$ cat src/rtl/relu_neuron_ctrl_pkg.sv
// Shared definitions for the ReLU neuron controller.
//   state_t    : FSM state encoding (IDLE / ACC / RELU / OUT)
//   acc_width  : accumulator width, wide enough that N_INPUTS full products
//                (plus an optional 2*WIDTH bias) can never wrap
//   cnt_width  : operand counter width, at least 1 bit even for N_INPUTS == 1
package relu_neuron_ctrl_pkg;

  typedef enum logic [1:0] {
    ST_IDLE = 2'd0,
    ST_ACC  = 2'd1,
    ST_RELU = 2'd2,
    ST_OUT  = 2'd3
  } state_t;

  function automatic int acc_width(input int width, input int n_inputs);
    return 2 * width + $clog2(n_inputs) + 1;
  endfunction

  function automatic int cnt_width(input int n_inputs);
    return (n_inputs > 1) ? $clog2(n_inputs) : 1;
  endfunction

endpackage

$ cat src/rtl/relu_neuron_ctrl_relu.sv
// Combinational ReLU datapath.
// Takes an already clamped 2*WIDTH signed value and returns the WIDTH-bit
// activation: zero for non-positive inputs, otherwise the upper WIDTH bits.
// Ports:
//   din   in  2*WIDTH  signed, clamped pre-activation value
//   dout  out WIDTH    unsigned activation
module relu_neuron_ctrl_relu #(
  parameter int WIDTH = 8
) (
  input  logic [2*WIDTH-1:0] din,
  output logic [WIDTH-1:0]   dout
);

  logic positive;

  // Strictly positive: sign clear and at least one magnitude bit set.
  assign positive = !din[2*WIDTH-1] && (|din[2*WIDTH-2:0]);

  always_comb begin
    dout = '0;
    if (positive) begin
      dout = din[2*WIDTH-1:WIDTH];
    end
  end

endmodule

$ cat src/rtl/relu_neuron_ctrl.sv
// ReLU neuron sequencer.
// Accepts N_INPUTS signed (x, w) pairs over a valid/ready stream, multiply-
// accumulates them, saturates the sum to 2*WIDTH signed, applies ReLU and
// presents the WIDTH-bit activation on a valid/ready output.
// Optional feature macro: RELU_BIAS_EN (adds the bias port; the accumulator
// is preloaded with the sign-extended bias on start).
// Ports:
//   clk        in   1        clock, rising edge
//   rst_n      in   1        asynchronous active-low reset
//   start      in   1        begin an evaluation (honoured only in IDLE)
//   busy       out  1        high in every state except IDLE
//   in_valid   in   1        operand pair valid
//   in_ready   out  1        high in ACC
//   in_x       in   WIDTH    signed activation operand
//   in_w       in   WIDTH    signed weight operand
//   out_valid  out  1        activation valid, held until out_ready
//   out_ready  in   1        downstream accepts activation
//   out_data   out  WIDTH    ReLU result
//   out_sat    out  1        accumulator saturated in this evaluation
//   bias       in   2*WIDTH  signed bias sampled with start (RELU_BIAS_EN)
//
// state | meaning
// IDLE  | waiting for start; no operands accepted
// ACC   | accepting operand pairs and accumulating products
// RELU  | clamp accumulator, register activation and saturation flag
// OUT   | holding activation until out_ready
module relu_neuron_ctrl
  import relu_neuron_ctrl_pkg::*;
#(
  parameter int WIDTH    = 8,
  parameter int N_INPUTS = 4
) (
`ifdef RELU_BIAS_EN
  input  logic signed [2*WIDTH-1:0] bias,
`endif
  input  logic                      clk,
  input  logic                      rst_n,
  input  logic                      start,
  output logic                      busy,
  input  logic                      in_valid,
  output logic                      in_ready,
  input  logic signed [WIDTH-1:0]   in_x,
  input  logic signed [WIDTH-1:0]   in_w,
  output logic                      out_valid,
  input  logic                      out_ready,
  output logic [WIDTH-1:0]          out_data,
  output logic                      out_sat
);

  localparam int P_W   = 2 * WIDTH;
  localparam int ACC_W = acc_width(WIDTH, N_INPUTS);
  localparam int CNT_W = cnt_width(N_INPUTS);
  localparam logic [CNT_W-1:0] LAST_CNT = CNT_W'(N_INPUTS - 1);

  state_t                   state;
  logic signed [ACC_W-1:0]  acc;
  logic [CNT_W-1:0]         count;

  logic signed [P_W-1:0]    product;
  logic signed [ACC_W-1:0]  product_ext;
  logic signed [ACC_W-1:0]  acc_init;
  logic [ACC_W-P_W:0]       acc_head;
  logic                     in_range;
  logic [P_W-1:0]           clamped;
  logic [WIDTH-1:0]         relu_out;
  logic                     handshake;

  assign handshake = in_valid && in_ready;

  always_comb begin
    // Both operands are signed, so they are sign-extended to 2*WIDTH before
    // the multiply; (-2^(W-1))^2 fits without overflow.
    product     = in_x * in_w;
    product_ext = {{(ACC_W-P_W){product[P_W-1]}}, product};

`ifdef RELU_BIAS_EN
    acc_init = {{(ACC_W-P_W){bias[P_W-1]}}, bias};
`else
    acc_init = '0;
`endif

    // The accumulator fits 2*WIDTH signed exactly when every bit from the
    // 2*WIDTH sign position upward agrees.
    acc_head = acc[ACC_W-1:P_W-1];
    in_range = (&acc_head) || !(|acc_head);

    clamped = acc[P_W-1:0];
    if (!in_range) begin
      clamped = acc[ACC_W-1] ? {1'b1, {(P_W-1){1'b0}}}
                             : {1'b0, {(P_W-1){1'b1}}};
    end
  end

  relu_neuron_ctrl_relu #(
    .WIDTH (WIDTH)
  ) u_relu (
    .din  (clamped),
    .dout (relu_out)
  );

  always_ff @(posedge clk or negedge rst_n) begin
    if (!rst_n) begin
      state     <= ST_IDLE;
      acc       <= '0;
      count     <= '0;
      busy      <= 1'b0;
      in_ready  <= 1'b0;
      out_valid <= 1'b0;
      out_data  <= '0;
      out_sat   <= 1'b0;
    end else begin
      case (state)
        ST_IDLE: begin
          if (start) begin
            state    <= ST_ACC;
            acc      <= acc_init;
            count    <= '0;
            out_sat  <= 1'b0;
            busy     <= 1'b1;
            in_ready <= 1'b1;
          end
        end

        ST_ACC: begin
          if (handshake) begin
            acc   <= acc + product_ext;
            count <= count + CNT_W'(1);
            if (count == LAST_CNT) begin
              state    <= ST_RELU;
              in_ready <= 1'b0;
            end
          end
        end

        ST_RELU: begin
          out_data  <= relu_out;
          out_sat   <= !in_range;
          out_valid <= 1'b1;
          state     <= ST_OUT;
        end

        ST_OUT: begin
          if (out_ready) begin
            out_valid <= 1'b0;
            busy      <= 1'b0;
            state     <= ST_IDLE;
          end
        end

        default: begin
          state     <= ST_IDLE;
          busy      <= 1'b0;
          in_ready  <= 1'b0;
          out_valid <= 1'b0;
        end
      endcase
    end
  end

endmodule
$ cat config.mk
export PLATFORM = sky130hd
export DESIGN_NAME = relu_neuron_ctrl
export DESIGN_NICKNAME = d
export VERILOG_FILES = /design/src/rtl/relu_neuron_ctrl_pkg.sv /design/src/rtl/relu_neuron_ctrl_relu.sv /design/src/rtl/relu_neuron_ctrl.sv
export SDC_FILE = /design/constraint.sdc
export NUM_CORES = 1
export LEC_CHECK = 0
export ABC_CLOCK_PERIOD_IN_PS = 4520
export BUFFER_PORTS_ARGS = -buffer_cell sky130_fd_sc_hd__buf_2
export CAP_MARGIN = 30
export CELL_PAD_IN_SITES_DETAIL_PLACEMENT = 0
export CELL_PAD_IN_SITES_GLOBAL_PLACEMENT = 1
export CORE_MARGIN = 1.5
export CORE_UTILIZATION = 33
export CTS_CLUSTER_SIZE = 30
export DETAILED_ROUTE_END_ITERATION = 10
export GPL_TIMING_DRIVEN = 0
export PLACE_DENSITY_LB_ADDON = 0.08
export RECOVER_POWER = 50
export SETUP_SLACK_MARGIN = 0.5
export SYNTH_ARGS = -nofsm -noshare
export SYNTH_HDL_FRONTEND = slang
export SYNTH_SLANG_ARGS = --single-unit
$ cat constraint.sdc
create_clock -name clk -period 4.52 [get_ports clk]
set_clock_uncertainty 0.1 [all_clocks]
set_input_delay 0.452 -clock clk [delete_from_list [all_inputs] [get_ports clk]]
set_output_delay 0.452 -clock clk [all_outputs]
set_load 0.02 [all_outputs]
; ---- Yosys cells after proc, flatten, opt, wreduce, memory -nomap -nowiden
; Index checks and enable logic that the tools add are counted.
[totals]
register_bits = 35
latch_bits = 0
mem_bits_rw = 0
mem_bits_ro = 0
input_bits = 21
output_inout_bits = 12
elab_cells = 62
n_memories = 0
[op_classes]
addsub = 2
mul = 1
div_mod_pow = 0
order_cmp = 0
n_eq_ne = 8
shifts = 0
n_mux = 23
bitwise = 0
reduce_logical = 20
[ops]
columns = cell, count
row1 = 19-bit two-way mux, 2
row2 = 19-bit one-hot mux with 2 select lines, 1
row3 = 16-bit two-way mux, 2
row4 = 19-bit by 16-bit adder with 19-bit output, 1
row5 = 8-bit by 8-bit multiplier with 16-bit output, 1
row6 = 15-bit OR reduction, 1
row7 = 2-bit two-way mux, 6
row8 = 4-bit AND reduction, 3
row9 = 8-bit two-way mux, 1
row10 = "2-bit != test, second input constant", 4
row11 = 1-bit one-hot mux with 2 select lines, 4
row12 = 2-bit one-hot mux with 4 select lines, 1
row13 = 2-bit nonzero test, 4
row14 = "2-bit equality test, second input constant", 3
row15 = 3-bit AND reduction, 2
row16 = 1-bit two-way mux, 5
row17 = 2-bit one-hot mux with 2 select lines, 1
row18 = 2-bit AND reduction, 2
row19 = 4-bit OR reduction, 1
row20 = 1-bit zero test, 3
row21 = "2-bit by 1-bit adder with 2-bit output, second input constant", 1
row22 = "2-bit by 1-bit equality test with 1-bit output, second input constant", 1
row23 = 1-bit logical AND, 2
row24 = 2-bit zero test, 1
row25 = 1-bit logical OR, 1

; ---- Longest topological paths before layout
; Gate-level depths: netlist (run 1).
[depth]
depth_word = 7
ltp_mapped = 18

; ---- By module
; From an unflattened synthesis (run 1), not the netlist that was laid out.
[hier_totals]
hier_cells = 527
area_unflattened_um2 = 5097.4
[by_module_without_submodules]
columns = module, instances, cells_per_inst, area_per_inst_um2, seq_area_each_um2
row1 = relu_neuron_ctrl, 1, 518, 5042.3, 875.8
row2 = relu_neuron_ctrl_relu, 1, 9, 55.1, 0.0

; ---- Worst setup path before layout (run 1)
; Ideal clock, no wire load.
[synth_path]
path_type = input port to flip-flop
from = in in_w[0]
to = reg acc[17]
arrival_time_ns = 4.728
t_required_ns = 4.290
slack_ns = -0.438
path_stages = 15
n_path_buf = 0
path_cell_list = and2_1 -> inv_1 -> fa_1 -> inv_1 -> fa_1 -> fa_1 -> fa_1 -> fa_1 -> ha_1 -> o21a_1 -> o21ai_0 -> a211oi_1 -> a211oi_2 -> xor2_1 -> o21ai_1
[synth_via]
elab_chain_cells = 4
[synth_lines]
columns = item, line_no
row1 = start: declaration, relu_neuron_ctrl.sv:43  ; input logic signed [WIDTH-1:0] in_w,
row2 = 8-bit by 8-bit multiplier with 16-bit output, relu_neuron_ctrl.sv:73  ; product = in_x * in_w;
row3 = 19-bit by 16-bit adder with 19-bit output, relu_neuron_ctrl.sv:126  ; acc <= acc + product_ext;
row4 = 19-bit two-way mux, relu_neuron_ctrl.sv:125  ; if (handshake) begin
row5 = 19-bit one-hot mux with 2 select lines, relu_neuron_ctrl.sv:112  ; case (state)
row6 = end signal: assignment, relu_neuron_ctrl.sv:116  ; acc <= acc_init;
row7 = end signal: assignment, relu_neuron_ctrl.sv:126
row8 = end: declaration, relu_neuron_ctrl.sv:56  ; logic signed [ACC_W-1:0] acc;
; Every way passes these cells. The select of a mux whose other input is x is not followed.
; A chain may end at the register's enable or synchronous reset.

; ---- Final worst setup path (run 1)
[layout_path]
from = in in_x[7]
to = reg acc[17]
[layout_via]
elab_chain_cells = 4
[layout_lines]
columns = item, line_no
row1 = start: declaration, relu_neuron_ctrl.sv:42  ; input logic signed [WIDTH-1:0] in_x,
row2 = 8-bit by 8-bit multiplier with 16-bit output, relu_neuron_ctrl.sv:73
row3 = 19-bit by 16-bit adder with 19-bit output, relu_neuron_ctrl.sv:126
row4 = 19-bit two-way mux, relu_neuron_ctrl.sv:125
row5 = 19-bit one-hot mux with 2 select lines, relu_neuron_ctrl.sv:112
; Every way passes these cells. The select of a mux whose other input is x is not followed.

==> metrics list, run 1 <==
- The flow ran to the end, but the final reports show violations.
- Failing checks: max-capacitance violations, max-slew violations
- Wirelength, routed: 11.9 mm
- Slew @ Worst Pin: 1.93 ns
- The first global-routing pass estimated 20.9 mm of wire.
- Share of layout cells above drive strength 1: 27.8%
- Clock buffer depth: 2
- The H-tree generated during clock tree synthesis spans 2 levels.
* Clock latency on the worst-skew pair: 0.27 ns
* Synthesized netlist net count: 681
- Final hold slack: 0.364 ns
* Start point of the critical path: in_x[7]
- After technology mapping, the gate count stands at 527.
- Max-cap violations in this run came to 1.
- Number of rows created at floorplan: 44
* Total count of max-transition violations in the final report: 36
- The initial antenna violation count came to 0.
* Part of the Yosys area used for sequential elements: 17.5%
* Synthesis-to-finish area growth: 30.0%
- Timing-limited maximum frequency: 0.225 GHz
* Count of boundary I/O pins: 33
- Vias per Instance: 4.73
* Async S/R FF share, synth: 100%
- After detailed routing, the average wire length per cell comes to 15.2 microns.
- Synthesized cell area: 5020 sq um
- The worst hold path begins at out_ready.
* Buffers on Ports: 31
* Die H: 126 microns
- The synthesized design contains 35 register bits.
* Startpoint of the worst-slack reg-to-reg timing path: acc[6]$_DFFE_PN0P_
- The critical path in this run is classified as in2reg.
- At the worst endpoint, the arrival time is 4.48 ns.
- The core region is 14700 sq um.
- On the critical path the largest part of the delay comes from adder cells.
* Final setup viols: 0
* Clock-pin slew reported for the worst setup and hold paths after clock tree synthesis: 0.05 ns
- The cell that appears most often on the critical path is fa_1.
- Hold violation total from the final report: 0
- GRT overflow: 0
* Maximum number of pins on one net before global-route repair: 36
- In the synthesized netlist the dominant register cell turns out to be dfrtp_1.
- Yosys Warn Count: 0
* CTS tree: yes
- Final Net Count: 753
- The worst setup path is launched from an input port.
* Placer Congestion: 0.796
- Die area: 16000 sq um
- Number of unique standard cell types used by synthesis: 51
* CTS Root Buffer Type: clkbuf_16
* Total global-route track usage: 16.2%
* Clock buffers created by TritonCTS: 5
- Final design instance area without fill: 6520 sq um
- Number of DRC markers after the initial detailed-route iteration: 116
* Number of enable flip-flop cells after synthesis: 0
- Maximum cell stage delay along the critical path: 0.52 ns
- CP Capture Type: flop
* Cell-by-cell listing of the critical path: buf_12, and2_4, inv_2, fa_1, inv_1, fa_1, fa_2, fa_1, fa_2, ha_4, buf_6, o21a_1, o21ai_2, a211oi_2, a211oi_2, xor2_1, o21ai_1
- The worst path in the final design needs a cycle of 4.44 ns, including I/O delays and setup.
- Final routed DRC violation total: 0
- Along the worst path, the maximum fanout reaches 7.
* Die outline width: 126 microns
* Sink count of the clock tree: 35
- The worst pin sits at a relative slew slack of -28.6%.
- Of the available clock period, the critical path in the final layout requires 98.3%.
* Starting utilization of the core area: 34.1%
- Unrepaired setup endpoints after global routing: true
- The critical path contains buffers and inverters numbering 4 combined.
- Detailed placement finished with a half-perimeter wire length of 9.71 mm.
- Vias in the first global route: 4098
- Class of the tightest hold or removal check: in2reg
- Count of inserted antenna diode cells: 0
- STA puts the critical path data required time at 4.56 ns.
- Measured on the finished design, the core utilization comes to 44.4%.
* DRT Pass-1 Iters: 4
- Mean instance size in the synthesized netlist: 9.52 sq um
- For this block, the via count after detailed routing is 3710.
- After detailed placement, the total cell area comes to 5480 sq um.
* Cell type of the slowest stage on the worst timing path: fa_1
* Number of routed nets with antenna violations: 0
[synth_stat cells, drive strengths merged (7+ instances only)]
cell    count  area share, %
a21oi      12            1.3
and2       33            4.1
clkbuf      7           0.52
dfrtp      35             17
fa         84             34
ha         49             12
inv       105            7.9
nand2      59            4.4
nor2       21            1.6
o21ai      38            3.8
xnor2      11            1.9
xor2        8            1.4
[per-stage QoR]
stage	worst slack, ns	cells	TNS, ns
detailed placement	-0.580	742	-4.84
global placement	-0.603	742	-4.77
CTS	0.0569	774	0
global route	-0.0369	784	-0.0963
finish	0.0783	784	0
floorplan	0.0397	527	0
[registers in the layout, summed over array words and instances (netlist names)]
| register | cells |
|---|---|
| count | 2 |
| out_data | 8 |
| out_sat | 1 |
| out_valid | 1 |
| state | 2 |
| in_ready | 1 |
| acc | 19 |
| busy | 1 |
[cells in the final DEF, fill, tap and decap left out, drive strengths merged, types with 2 or more instances in the layout]
| cell | instances |
|---|---|
| a21oi | 12 |
| o21a | 5 |
| fa | 84 |
| inv | 105 |
| nand2b | 2 |
| dfrtp | 35 |
| nand3 | 3 |
| or3 | 2 |
| buf | 61 |
| xor2 | 8 |
| ha | 49 |
| o22ai | 4 |
| o21bai | 2 |
| a21o | 4 |
| nor4 | 3 |
| o21ai | 38 |
| xnor2 | 11 |
| clkbuf | 21 |
| nand2 | 59 |
| o31ai | 2 |
| nor3 | 6 |
| nand4 | 2 |
| a211oi | 4 |
| and2 | 33 |
| nor2 | 21 |
| nor2b | 4 |
| a211o | 2 |
| mux2 | 2 |
[final timing paths]
check                                          end  slack (ns)  depth (start not counted)
max                            acc[17]$_DFFE_PN0P_        0.08                         17
min                          out_valid$_DFFE_PN0P_        0.36                          3
max reg2reg                    acc[17]$_DFFE_PN0P_        0.14                         17
min reg2reg                out_data[7]$_DFFE_PN0P_        0.40                          1
max in group asynchronous       acc[4]$_DFFE_PN0P_        2.59                          1
min in group asynchronous     state[0]$_DFFE_PN0P_        0.60                          1
[layer usage]
layer	routed length [microns]	vias up	GRT usage, %
met4	76	0	2.10
met3	160	8	1.43
met2	5810	36	27.1
met5	0	-	0
li1	-	1801	-
met1	5830	1865	23.5
[worst register-to-register path, delay by kind of cell, from the launching register on]
family / cells / cell delay (ns)
DFF: 1 / 0.37
AOI/OAI and AO/OA: 5 / 0.85
adders and majority gates: 6 / 2.40
xor gates and xnor gates: 1 / 0.20
buffers and inverters: 5 / 0.32
[final cells by class]
class / instances / area (sq um)
Fill cell: 1454 / 8180
Multi-Input combinational cell: 377 / 4270
Sequential cell: 35 / 876
Timing Repair Buffer: 65 / 527
Inverter: 106 / 408
Tap cell: 184 / 230
Clock buffer: 8 / 156
Buffer: 9 / 52.6
[cell families after synthesis]
| logic type | count (synthesis) | share of synthesized area, % |
|---|---|---|
| fa+ha+maj | 133 | 45.7 |
| compound gates | 81 | 10.3 |
| flops | 35 | 17.5 |
| xor+xnor | 19 | 3.32 |
| buf+inv | 115 | 8.65 |
| simple gates | 141 | 13.8 |
| mux | 3 | 0.648 |
[repair_timing]
action                                  4_1_cts  5_1_grt
pin swaps                                    67       59
gates resized for setup                      86       43
setup buffers                                24       10
hold buffers                                  0        0
endpoints found under the setup margin       12       12
Power of run 1 is not shown: default switching activity piles up to over one toggle a cycle in this logic, so the estimate is an artifact.
==> run 2: changes to the inputs <==
SETUP_SLACK_MARGIN = 0.02   (was 0.5)
SYNTH_HIERARCHICAL = 1   (was unset)
==> run 2 against run 1 <==
Compared with the run above: the run ends with max-capacitance violations, max-slew violations, negative setup slack left; fmax shrank 3.0%; register-to-register slack lost 0.16 ns; cell area shrank 6.3%; sequential share of layout area grew 0.91 points; setup slack lost 0.14 ns; clock-buffer cell count shrank 2; global-route usage shrank 0.73 points; worst hold slack lost 0.0022 ns; critical path depth shrank 1; routed wire length shrank 5.0%; synthesized cell count shrank 1.7%; non-clock buffer count shrank 12.
==> metrics list, run 2 <==
* Unrepaired setup endpoints after global routing: true
- Data arrival time of the worst path: 4.61 ns
* Count of boundary I/O pins: 33
- The worst register-to-register path ends at acc[18]$_DFFE_PN0P_.
* Number of DRC markers after the initial detailed-route iteration: 136
- Setup slack, reg-to-reg: -0.02 ns
- DRT Pass-1 Iters: 4
- Failing checks: max-capacitance violations, max-slew violations, negative setup slack
* Via total after detailed routing: 3658
- The H-tree was split into 2 levels.
- The tree is rooted in a clkbuf_16.
- After layout, the worst setup slack is -0.0579 ns.
* Number of routed nets with antenna violations: 0
* Antenna violations before repair: 0
* Final Net Count: 729
- CP max FO: 5
- Clock buffers created by TritonCTS: 5
* Required time reported for the critical path endpoint: 4.56 ns
- Measured along the y axis, the die boundary spans 127 microns.
- After floorplanning, the core was divided into 45 placement rows.
- Subtracting the final worst setup slack from the clock period gives 4.58 ns.
- Biggest registers after layout: acc: 19 flops, out_data: 8 flops
- CTS tree: yes
* Most flops, register: acc
* Commonest cells after routing, fill and taps aside: inv_1, fa_1, nand2_1
- For this design, the sink count on the clock tree is 35.
* Hold Path Origin: out_ready
- The congestion estimate from routability-driven global placement came to 0.761.
- At the pin with the least slew margin, the transition time is 1.95 ns.
- Synthesis-to-finish area growth: 21.0%
- Clock buffer depth: 2
- Mean instance size in the synthesized netlist: 9.75 sq um
* Number of standard cells in the layout, taps in and fillers out: 762
* Synthesized cell area: 5050 sq um
* Startpoint of the worst-slack reg-to-reg timing path: acc[4]$_DFFE_PN0P_
- The floorplan step defined a core boundary enclosing 15100 sq um.
- The first global-routing pass estimated 19.7 mm of wire.
- Hold violation total from the final report: 0
- Across the run, the number of max-cap violations was 1.
- Buffers on Ports: 31
- The via count of the first global-routing pass was 3787.
- Outcome: complete, but fails checks
- Die area: 16100 sq um
* Number of cells on the worst hold path: 3
- Summed over all layers, the global routing overflow is 0.
- Timing-limited maximum frequency: 0.218 GHz
- CP Class: in2reg
* Clock-pin slew reported for the worst setup and hold paths after clock tree synthesis: 0.05 ns
- Starting utilization of the core area: 33.5%
* Wirelength, routed: 11.3 mm
- In this run, placement finished with an instance count of 737.
- Of the available clock period, the critical path in the final layout requires 101%.
- The number of cells on the worst reg-to-reg path is 17.
* Crit start category: input port
* Yosys Warn Count: 6
- Count of inserted antenna diode cells: 0
* Total global-route track usage: 15.4%
- Final setup viols: 2
- Vias per Instance: 4.80
- Timing analysis after detailed placement gives a worst setup slack of -0.808 ns.
- The number of max-slew violations in the final report came to 36.
* Final routed DRC violation total: 0
- For this design, the CTS-stage hold fixing added 0 buffers.
- Headroom to the max-slew limit came out at -29.9%.
* Most common library cell in the layout ignoring fill and taps: inv_1
- Die outline width: 127 microns
- Clock latency on the worst-skew pair: 0.27 ns
- Dividing the detail-routed wire length by the instance count gives 14.8 microns.
* Synthesized netlist net count: 672
* Final hold slack: 0.362 ns
- The worst setup path is captured at a flop.
* Share of layout cells above drive strength 1: 21.3%
- DP HPWL: 9.47 mm
* Aggregate negative setup slack: -0.0900 ns
- Maximum number of pins on one net before global-route repair: 36
* Class of the tightest hold or removal check: in2reg
- Flip-flop count of the largest register, all copies and words added: 19
* Hold EP: out_valid$_DFFE_PN0P_
- Synthesis produced 518 cells.
run 2: what timing repair did:
item                       4_1_cts  5_1_grt
setup endpoints to repair       10        7
gates cloned                     0        0
buffers inserted                16        3
gates resized for setup         49       25
pin swaps                       26       27
run 2: stage by stage:
stage / utilization [%] / cell area (sq um)
2_1_floorplan: - / 5160
4_1_cts: 39.6 / 5970
5_1_grt: 40.5 / 6110
6_report: 40.5 / 6110
3_3_place_gp: 36.8 / 5550
3_5_place_dp: 36.8 / 5550
run 2: worst max path at each step:
stage	startpoint	endpoint	slack [ns]	depth (start not counted)
detailed placement	in_w[0]	acc[15]$_DFFE_PN0P_	-0.81	15
global placement	in_w[0]	acc[15]$_DFFE_PN0P_	-0.85	15
CTS	acc[4]$_DFFE_PN0P_	acc[18]$_DFFE_PN0P_	-0.09	17
floorplan	in_x[7]	acc[17]$_DFFE_PN0P_	-0.13	14
global route	in_w[2]	acc[18]$_DFFE_PN0P_	-0.22	14
finish	in_w[0]	acc[18]$_DFFE_PN0P_	-0.06	16
run 2: cell type report:
type	instances	area, sq um
Clock buffer	6	129
Timing Repair Buffer	50	400
Sequential cell	35	876
Inverter	104	395
Tap cell	188	235
Buffer	12	72.6
Multi-Input combinational cell	367	4000
Fill cell	1539	8980
run 2: worst max-delay path: stages:
cell	delay [ns]
buf_12	0.09
and2_4	0.16
inv_2	0.04
fa_1	0.47
inv_1	0.05
fa_1	0.46
fa_1	0.57
fa_1	0.45
fa_1	0.55
ha_4	0.23
o21ai_4	0.20
o21ai_4	0.09
a311oi_2	0.32
o221ai_2	0.15
xnor2_1	0.22
o22ai_1	0.11
run 2: per-layer routing:
| layer | part of all wire, % | vias to the layer above | global-route usage, % |
|---|---|---|---|
| met2 | 48 | 34 | 25.7 |
| li1 | - | 1753 | - |
| met5 | 0 | - | 0 |
| met4 | 0.32 | 0 | 1.60 |
| met1 | 49 | 1867 | 22.3 |
| met3 | 1.9 | 4 | 2.02 |
Power of run 2 is left out for the same reason.
==> run 3: changes to the inputs <==
ABC_CLOCK_PERIOD_IN_PS = 4019   (was 4520)
clock period = 4.02 ns   (was 4.52 ns; I/O delays follow)
==> run 3 against run 2 <==
Compared with the run above: the run still ends with max-capacitance violations, max-slew violations, negative setup slack left; worst hold slack lost 0.047 ns; routed wire length grew 2.2%; highest routed layer unchanged; critical endpoint unchanged; sequential cell count is the same; critical path type unchanged; first-iteration DRC count shrank 17%; setup slack lost 0.49 ns; via count shrank 3.0%; register-to-register slack lost 0.52 ns; global-route usage grew 0.36 points; clock-buffer cell count is the same.
==> metrics list, run 3 (same netlist as run 2, synthesis figures left out) <==
- Outcome: complete, but fails checks
- The checks that failed: max-capacitance violations, max-slew violations, negative setup slack.
* Top cell by count, worst path: fa_1
- Maximum number of pins on one net before global-route repair: 36
- Number of max-cap violations: 1
- Starting utilization of the core area: 33.5%
- Input and output buffers added on the ports amount to 31.
- The via count of the first global-routing pass was 4022.
- Biggest registers after layout: acc: 19 flops, out_data: 8 flops
* Share of layout cells above drive strength 1: 22.2%
* Cells on worst reg2reg path: 17
- The library cell used most frequently in the layout, excluding fill and tap cells, is inv_1.
- The die covers 16100 sq um.
* Unrepaired setup endpoints after global routing: true
- At the worst endpoint, the required time is 4.06 ns.
- Global routing used 15.8% of the available tracks across all layers.
* Placed cells: 737
- CP max FO: 8
- The register with the most flip-flops in the layout has 19 of them.
- Number of rows created at floorplan: 45
* GRT overflow: 0
* Minimum clock period after layout: 4.57 ns
* Final setup viols: 11
- DP HPWL: 9.59 mm
* H-tree depth: 2
* Total count of max-transition violations in the final report: 36
- Cell type of the slowest stage on the worst timing path: fa_1
- The layout has 1522 filler cells.
* Final routed DRC violation total: 0
- Final core utilization: 40.8%
* Data arrival time of the worst path: 4.61 ns
- DRT Pass-1 Iters: 4
- In this run, CTS created clock tree buffers numbering 5.
* Number of DRC markers after the initial detailed-route iteration: 113
- Slew @ Worst Pin: 2.02 ns
- TritonCTS built the clock tree.
* Sink count of the clock tree: 35
- Maximum cell stage delay along the critical path: 0.56 ns
* Fin crit share: 114%
- The critical path is of the in2reg type.
* Hold violation total from the final report: 0
- For this design the top-level I/O count stands at 33.
- CTS Root Buffer Type: clkbuf_16
- The finished layout holds 759 standard cells, fillers aside.
- The initial antenna violation count was 0.
* Clock latency on the worst-skew pair: 0.27 ns
- The worst setup path is launched from an input port.
- From left edge to right edge, the die measures 127 microns.
* Die H: 127 microns
- Walking the worst path, the cells encountered are buf_6, nand2b_4, fa_1, fa_1, inv_2, fa_1, fa_1, fa_1, ha_4, a211oi_4, o21ai_4, a311oi_2, o221ai_1, xnor2_1, o22ai_1.
* Clock buffer depth: 2
- Synthesis-to-finish area growth: 21.8%
- Timing-limited maximum frequency: 0.219 GHz
* CP Capture Type: flop
- Area inside the core boundary: 15100 sq um
* Count of inserted antenna diode cells: 0
* Worst Setup Slack, final: -0.547 ns
* Aggregate negative setup slack: -3.83 ns
- Most flops, register: acc
* Final design instance area without fill: 6150 sq um
- Placement-stage cell area: 5550 sq um
- Global-route wire length before repair: 20.4 mm
- Placer Congestion: 0.759
- After detailed routing, the average wire length per cell comes to 15.2 microns.
* Via total after detailed routing: 3549
* Wirelength, routed: 11.5 mm
- In this run the worst hold path is classified as in2reg.
- Vias per Instance: 4.68
* Clock-pin slew reported for the worst setup and hold paths after clock tree synthesis: 0.06 ns
- Measured against its own limit, the worst slew margin works out to -34.4%.
- The worst hold path passes through 3 cells.
- The top cell types in the final layout, fill and taps aside, are inv_1, fa_1, nand2_1.
- After the last flow step, the layout net total stands at 724.
* Number of routed nets with antenna violations: 0
[run 3: changes by cell type in the layout (fill, tap and decap cells not counted), moves of 2 or more]
cell | previous run | this run
buf_4 | 25 | 17
buf_2 | 16 | 21
inv_1 | 96 | 91
o21ai_0 | 23 | 18
o21ai_1 | 5 | 10
buf_12 | 5 | 1
buf_6 | 3 | 7
inv_2 | 7 | 11
clkbuf_1 | 10 | 7
ha_2 | 5 | 2
bufinv_16 | 0 | 2
ha_4 | 8 | 10
[run 3: layout make-up]
type | instances | area (sq um) | share of cell area (%)
tap | 188 | 235 | 3.82
timing repair buffer | 45 | 334 | 5.43
inverter | 104 | 398 | 6.47
buffer | 12 | 71.3 | 1.16
clock inverter | 2 | 60.1 | 0.976
clock buffer | 6 | 129 | 2.10
multi-input combinational | 367 | 4050 | 65.8
sequential | 35 | 876 | 14.2
[run 3: what timing repair did]
item                                    CTS  global route
setup buffers                            12             2
hold buffers                              0             0
pin swaps                                30            37
resized for setup                        40            41
endpoints found under the setup margin   11            11
cloned                                    0             0
[run 3: path summary, 6_finish.rpt]
kind	start	endpoint	slack (ns)
hold reg to reg	count[1]$_DFFE_PN0P_	count[1]$_DFFE_PN0P_	0.38
hold / removal	out_ready	out_valid$_DFFE_PN0P_	0.31
setup / recovery	in_x[0]	acc[18]$_DFFE_PN0P_	-0.55
min in group asynchronous	rst_n	state[0]$_DFFE_PN0P_	0.60
max in group asynchronous	rst_n	acc[11]$_DFFE_PN0P_	2.06
setup reg to reg	acc[4]$_DFFE_PN0P_	acc[18]$_DFFE_PN0P_	-0.54
[run 3: worst max-delay path, delay by kind of cell]
family,cells,cell delay [ns]
buf+inv,2,0.16
xor+xnor,1,0.27
simple gates,1,0.14
fa+ha+maj,6,2.72
compound gates,5,0.90
[run 3: metal layers]
metal	vias to the layer above	wire, microns	share of wire (%)	global-route usage, %
li1	1742	-	-	-
met1	1767	5540	48	22.2
met2	36	5760	50	27.3
met3	4	221	1.9	1.81
met4	0	27	0.23	1.54
met5	-	0	0	0
[run 3: through the flow]
step | setup slack [ns] | hold slack, ns
floorplan | -0.576 | 0.00641
global placement | -1.28 | 0.357
detailed placement | -1.25 | 0.368
CTS | -0.654 | 0.163
global route | -0.700 | 0.326
finish | -0.547 | 0.314
Power of run 3 is left out for the same reason.
